[src/rtl/sensor_conditioner.sv]
// +----------------------------------------------------------------------------+
// | Module   : sensor_conditioner                                              |
// | Desc.    : Synchronises and debounces the La Rue / Orchard vehicle loops   |
// |            and the pedestrian button, and latches a pedestrian request     |
// |            until the controller acknowledges it.                           |
// |            Optional stuck-sensor detection: define STUCK_DETECT_EN.        |
// | Revision : 1.0 - initial release                                           |
// +----------------------------------------------------------------------------+
`default_nettype none

module sensor_conditioner #(
  parameter int DEBOUNCE_CYCLES = 4,
  parameter int CNT_W           = 8,
  parameter int STUCK_CYCLES    = 64,
  parameter int STUCK_W         = 16
) (
  input  logic       clk,
  input  logic       reset_n,
  input  logic       la_rue_raw,
  input  logic       orchard_raw,
  input  logic       ped_button_n,
  input  logic       ped_ack,
  output logic       la_rue_sensor,
  output logic       orchard_sensor,
  output logic       pedestrian_sensor,
  output logic [1:0] sensor_fault
);

  localparam int               c_NCH     = 3;
  // Channel order: [0] La Rue, [1] Orchard, [2] button (idles high).
  localparam logic [c_NCH-1:0] c_IDLE    = 3'b100;
  localparam logic [CNT_W-1:0] c_DB_LAST = CNT_W'(DEBOUNCE_CYCLES - 1);

  // Reset asserts asynchronously everywhere but releases on a clock edge.
  logic r_rst_meta;
  logic r_rst_sync;
  logic w_rst_n;

  always_ff @(posedge clk or negedge reset_n) begin
    if (!reset_n) begin
      r_rst_meta <= 1'b0;
      r_rst_sync <= 1'b0;
    end else begin
      r_rst_meta <= 1'b1;
      r_rst_sync <= r_rst_meta;
    end
  end

  assign w_rst_n = r_rst_sync;

  logic [c_NCH-1:0] w_raw;
  logic [c_NCH-1:0] w_stable;
  logic [c_NCH-1:0] w_stable_nxt;

  assign w_raw = {ped_button_n, orchard_raw, la_rue_raw};

  generate
    for (genvar gi = 0; gi < c_NCH; gi++) begin : g_chan
      logic             r_meta;
      logic             r_sync;
      logic             r_stable;
      logic [CNT_W-1:0] r_cnt;
      logic             w_mismatch;
      logic             w_hit;

      assign w_mismatch = (r_sync != r_stable);
      assign w_hit      = w_mismatch && (r_cnt == c_DB_LAST);

      always_ff @(posedge clk or negedge w_rst_n) begin
        if (!w_rst_n) begin
          r_meta   <= c_IDLE[gi];
          r_sync   <= c_IDLE[gi];
          r_stable <= c_IDLE[gi];
          r_cnt    <= '0;
        end else begin
          r_meta <= w_raw[gi];
          r_sync <= r_meta;
          if (!w_mismatch) begin
            r_cnt <= '0;
          end else if (w_hit) begin
            r_stable <= r_sync;
            r_cnt    <= '0;
          end else begin
            r_cnt <= r_cnt + 1'b1;
          end
        end
      end

      assign w_stable[gi]     = r_stable;
      // Value the stable flop takes at the coming edge; lets dependants react on that same edge.
      assign w_stable_nxt[gi] = w_hit ? r_sync : r_stable;
    end
  endgenerate

  assign la_rue_sensor  = w_stable[0];
  assign orchard_sensor = w_stable[1];

  typedef enum logic [0:0] {
    ST_IDLE    = 1'b0,
    ST_PENDING = 1'b1
  } ped_state_t;

  ped_state_t r_ped_state;
  ped_state_t w_ped_state_nxt;
  logic       w_press;

  assign w_press = w_stable[2] & ~w_stable_nxt[2];

  always_ff @(posedge clk or negedge w_rst_n) begin
    if (!w_rst_n) begin
      r_ped_state <= ST_IDLE;
    end else begin
      r_ped_state <= w_ped_state_nxt;
    end
  end

  always_comb begin
    w_ped_state_nxt = r_ped_state;
    case (r_ped_state)
      ST_IDLE: begin
        if (w_press) begin
          w_ped_state_nxt = ST_PENDING;
        end
      end
      ST_PENDING: begin
        // A fresh press landing with the acknowledge keeps the request alive.
        if (ped_ack && !w_press) begin
          w_ped_state_nxt = ST_IDLE;
        end
      end
      default: begin
        w_ped_state_nxt = ST_IDLE;
      end
    endcase
  end

  assign pedestrian_sensor = (r_ped_state == ST_IDLE);

`ifdef STUCK_DETECT_EN
  localparam logic [STUCK_W-1:0] c_STUCK_MAX  = STUCK_W'(STUCK_CYCLES);
  localparam logic [STUCK_W-1:0] c_STUCK_LAST = STUCK_W'(STUCK_CYCLES - 1);

  generate
    for (genvar gj = 0; gj < 2; gj++) begin : g_stuck
      logic [STUCK_W-1:0] r_cnt;
      logic               r_fault;

      always_ff @(posedge clk or negedge w_rst_n) begin
        if (!w_rst_n) begin
          r_cnt   <= '0;
          r_fault <= 1'b0;
        end else if (!w_stable_nxt[gj]) begin
          r_cnt   <= '0;
          r_fault <= 1'b0;
        end else if (w_stable[gj] && (r_cnt != c_STUCK_MAX)) begin
          r_cnt <= r_cnt + 1'b1;
          if (r_cnt == c_STUCK_LAST) begin
            r_fault <= 1'b1;
          end
        end
      end

      assign sensor_fault[gj] = r_fault;
    end
  endgenerate
`else
  logic w_unused_stuck_cfg;

  assign w_unused_stuck_cfg = (^w_stable_nxt[1:0]) | ((STUCK_CYCLES > 0) && (STUCK_W > 0));
  assign sensor_fault       = 2'b00;
`endif

endmodule

`default_nettype wire

[config.mk]
export PLATFORM = sky130hd
export DESIGN_NAME = sensor_conditioner
export DESIGN_NICKNAME = d
export VERILOG_FILES = /design/src/rtl/sensor_conditioner.sv
export SDC_FILE = /design/constraint.sdc
export NUM_CORES = 1
export LEC_CHECK = 0
export CAP_MARGIN = 10
export CORE_MARGIN = 1
export CORE_UTILIZATION = 35
export CTS_CLUSTER_DIAMETER = 40
export DETAILED_ROUTE_END_ITERATION = 10
export PLACE_DENSITY = 0.53
export SYNTH_ARGS = -nofsm -noshare
export SYNTH_HDL_FRONTEND = slang
export SYNTH_SLANG_ARGS = --single-unit
export TNS_END_PERCENT = 10
[constraint.sdc]
create_clock -name clk -period 1.11 [get_ports clk]
set_clock_uncertainty 0.15 [all_clocks]
set_input_delay 0.222 -clock clk [delete_from_list [all_inputs] [get_ports clk]]
set_output_delay 0.222 -clock clk [all_outputs]
set_load 0.005 [all_outputs]
==> flow_metrics.env <==
export IMPL_outcome="finished, violations left"
export IMPL_violations="negative setup slack"
export IMPL_cts_made_buffers=5
export IMPL_vias=1135
export IMPL_dp_final_hpwl_microns=1900
export IMPL_fin_util_pct=49.5
export IMPL_p_leak_nw=0.868
export IMPL_worstRegToRegCells=3
export IMPL_syn_avg_cell_area_sq_um=11.1
export IMPL_die_x_microns=67.8
export IMPL_synth_area_sq_um=1520
export IMPL_cp_data_arrival_time_ns=1.46
export IMPL_final_hold_viol_count=0
export IMPL_die_area_sq_um=4600
export IMPL_wl_microns=2850
export IMPL_htreeDepth=2
export IMPL_r2r_start="g_chan[2].r_cnt[4]$_DFF_PN0_"
export IMPL_clk_pin_slew_ns=0.07
export IMPL_worstPathCellList="nor4_2 > nand3_1 > mux2_1"
export IMPL_cts_tree="done"
export IMPL_register_area_sq_um=910
export IMPL_rr_endpoint="g_chan[2].r_stable$_DFFE_PN1P_"
export IMPL_syn_to_final_growth_pct=33.6
export IMPL_hold_class="reg -> async"
export IMPL_drt_initial_drc_count=52
export IMPL_final_setup_viol_count=30
export IMPL_rows=23
export IMPL_n_fill_cell=390
export IMPL_wl_per_cell_microns=12.4
export IMPL_synth_seq_cells=36
export IMPL_rrSetupSlack_ns=-0.29
export IMPL_vdd_drop_max_uv=827
export IMPL_grt_util_all_layers_pct=14.5
export IMPL_routabilityCongestion=0.828
export IMPL_cap_violations=0
export IMPL_cts_root_buf="clkbuf_8"
export IMPL_dp_cells=213
export IMPL_ys_seq_area_share_pct=59.7
export IMPL_fmax_ghz=0.715
export IMPL_grt_antenna_before_repair=0
export IMPL_yosysWarnings=0
export IMPL_clk_latency_ns=0.28
export IMPL_startpoint_type="flip-flop"
export IMPL_ys_types=20
export IMPL_coreArea_sq_um=4090
export IMPL_nets=187
export IMPL_path_class="reg -> reg"
export IMPL_grt_pass1_vias=1121
export IMPL_clock_sinks=36
export IMPL_start_util_pct=37.1
export IMPL_diodes=0
export IMPL_crit_required_ns=1.17
export IMPL_drcViolationCount=0
export IMPL_power_density_nw_per_um2=1850
export IMPL_grt_overflow=0
export IMPL_fp_dieH_microns=67.8
export IMPL_synthCells=137
export IMPL_slowest_stage="dfrtp_1"
export IMPL_grt_max_degree=22
export IMPL_drt_pass1_iter_count=4
export IMPL_finalSetupTns_ns=-6.08
export IMPL_grt_setup_unrepaired="yes"
export IMPL_worstPathMaxFanout=3
export IMPL_grt_pass1_wl_microns=4720
export IMPL_final_min_clock_period_ns=1.40
export IMPL_multiInputGateArea_sq_um=653
export IMPL_place_ws_ns=-0.303
export IMPL_period_share_pct=126
export IMPL_finalNonFillerCells=229
export IMPL_drv_slew=0
export IMPL_cpPeakStageDelay_ns=0.41
export IMPL_io_buffers=8
export IMPL_io_pins=11
export IMPL_end_kind="flip-flop"
export IMPL_vias_per_cell=4.96
export IMPL_cts_buffer_depth=2
export IMPL_ant_nets=0
export IMPL_drive_gt1_share_pct=34.1
export IMPL_fin_ws_ns=-0.290
-- cell usage after synthesis --
library cell	count	share of area, %
dfrtp_1	33	55
nor2_1	18	4.5
nand3_1	13	4.3
a21oi_1	9	3.0
o21ai_0	9	3.0
or3_1	9	3.7
inv_1	6	1.5
xnor2_1	6	3.5
xor2_1	6	3.5
nand2_1	5	1.2
a31o_2	3	1.7
dfstp_2	3	5.2
ha_1	3	2.5
nand4_1	3	1.2
nor4_2	3	2.5
buf_4	2	0.99
conb_1	2	0.50
mux2_2	2	1.5
mux2_1	1	0.74
o32ai_1	1	0.58
-- where the power goes --
group / total (mW) / internal [mW] / switching, mW
Clock: 0.951 / 0.495 / 0.456
Combinational: 1.02 / 0.570 / 0.453
Sequential: 1.77 / 1.53 / 0.235
-- sequential cells by signal, indices dropped and copies added (netlist names) --
register and flops:
la_rue_sensor 1, r_rst_sync 1, g_chan.r_stable 1, g_chan.r_meta 3, r_ped_state 1, g_chan.r_cnt 24, g_chan.r_sync 3, orchard_sensor 1
r_rst_meta 1
-- through the flow --
| stage | power [mW] | area [sq um] | hold slack [ns] |
|---|---|---|---|
| CTS | 3.69 | 1950 | 0.0633 |
| finish | 3.74 | 2020 | 0.0512 |
| global route | 3.99 | 2020 | 0.0852 |
| global placement | 2.61 | 1810 | 0.0475 |
| floorplan | 2.29 | 1540 | -0.224 |
| detailed placement | 2.66 | 1810 | 0.0546 |
-- kinds of logic (layout without fill, tap and decap cells) --
family | after synthesis | in the layout | share of synthesized area [%]
adder cells (fa/ha/maj) | 3 | 3 | 2.48
XOR/XNOR | 12 | 12 | 6.94
AND/OR/NAND/NOR | 51 | 51 | 17.4
flip-flops | 36 | 36 | 59.7
multiplexers | 3 | 3 | 2.23
buffers and inverters | 8 | 49 | 2.48
AO/OA/AOI/OAI | 22 | 22 | 8.26
other | 2 | 3 | 0.496
-- cells in the final DEF (no fill, tap or decap), types with 2 or more instances in the layout --
cell,count
nand4_1,3
clkdlybuf4s50_1,5
dfstp_2,3
dfrtp_1,29
xor2_1,6
or3_1,8
buf_6,3
nand2_1,5
o21ai_0,9
buf_4,24
mux2_2,2
nor2_1,18
ha_4,3
dfrtp_2,4
inv_1,4
inv_2,2
conb_1,3
clkbuf_8,6
clkinv_2,2
buf_2,2
xnor2_1,5
nand3_1,12
a21oi_1,8
a31o_2,3
nor4_4,2
-- worst max-delay path, delay by kind of cell, from the launching register on --
kind          cells  cell delay, ns
mux               1            0.33
flops             1            0.41
simple gates      2            0.44
-- worst max-delay path by stage --
stage	cells after the start	start	to	slack, ns
after floorplan	3	g_chan[2].r_cnt[4]$_DFF_PN0_	g_chan[2].r_stable$_DFFE_PN1P_	-0.23
after global placement	3	g_chan[2].r_cnt[2]$_DFF_PN0_	g_chan[2].r_cnt[7]$_DFF_PN0_	-0.26
after detailed placement	4	g_chan[1].r_cnt[0]$_DFF_PN0_	g_chan[1].r_cnt[6]$_DFF_PN0_	-0.30
after CTS	3	g_chan[0].r_cnt[7]$_DFF_PN0_	la_rue_sensor$_DFFE_PN0P_	-0.29
after global routing	4	g_chan[0].r_cnt[0]$_DFF_PN0_	g_chan[0].r_cnt[6]$_DFF_PN0_	-0.34
final	3	g_chan[2].r_cnt[4]$_DFF_PN0_	g_chan[2].r_stable$_DFFE_PN1P_	-0.29
-- metal layers --
metal	up-vias	track usage (%)	share of wire, %
li1	552	-	-
met1	552	15.8	42
met2	27	23.4	52
met3	4	6.93	4.9
met4	0	7.03	0.98
met5	-	0	0
-- cell type report --
type | instances | share of cell area, %
clock inverters | 2 | 0.494
flip-flops and latches | 36 | 44.9
repair buffers | 35 | 14.0
well taps | 50 | 3.09
clock buffers | 6 | 4.08
inverters | 6 | 1.11
multi-input cells | 94 | 32.3
-- repair_timing --
item,CTS,global route
endpoints found under the setup margin,31,31
hold endpoints to repair,2,0
hold buffers,1,0
pin swaps,13,1
gates resized for setup,16,11
buffers inserted,5,2
(Power assumes the default switching activity.)
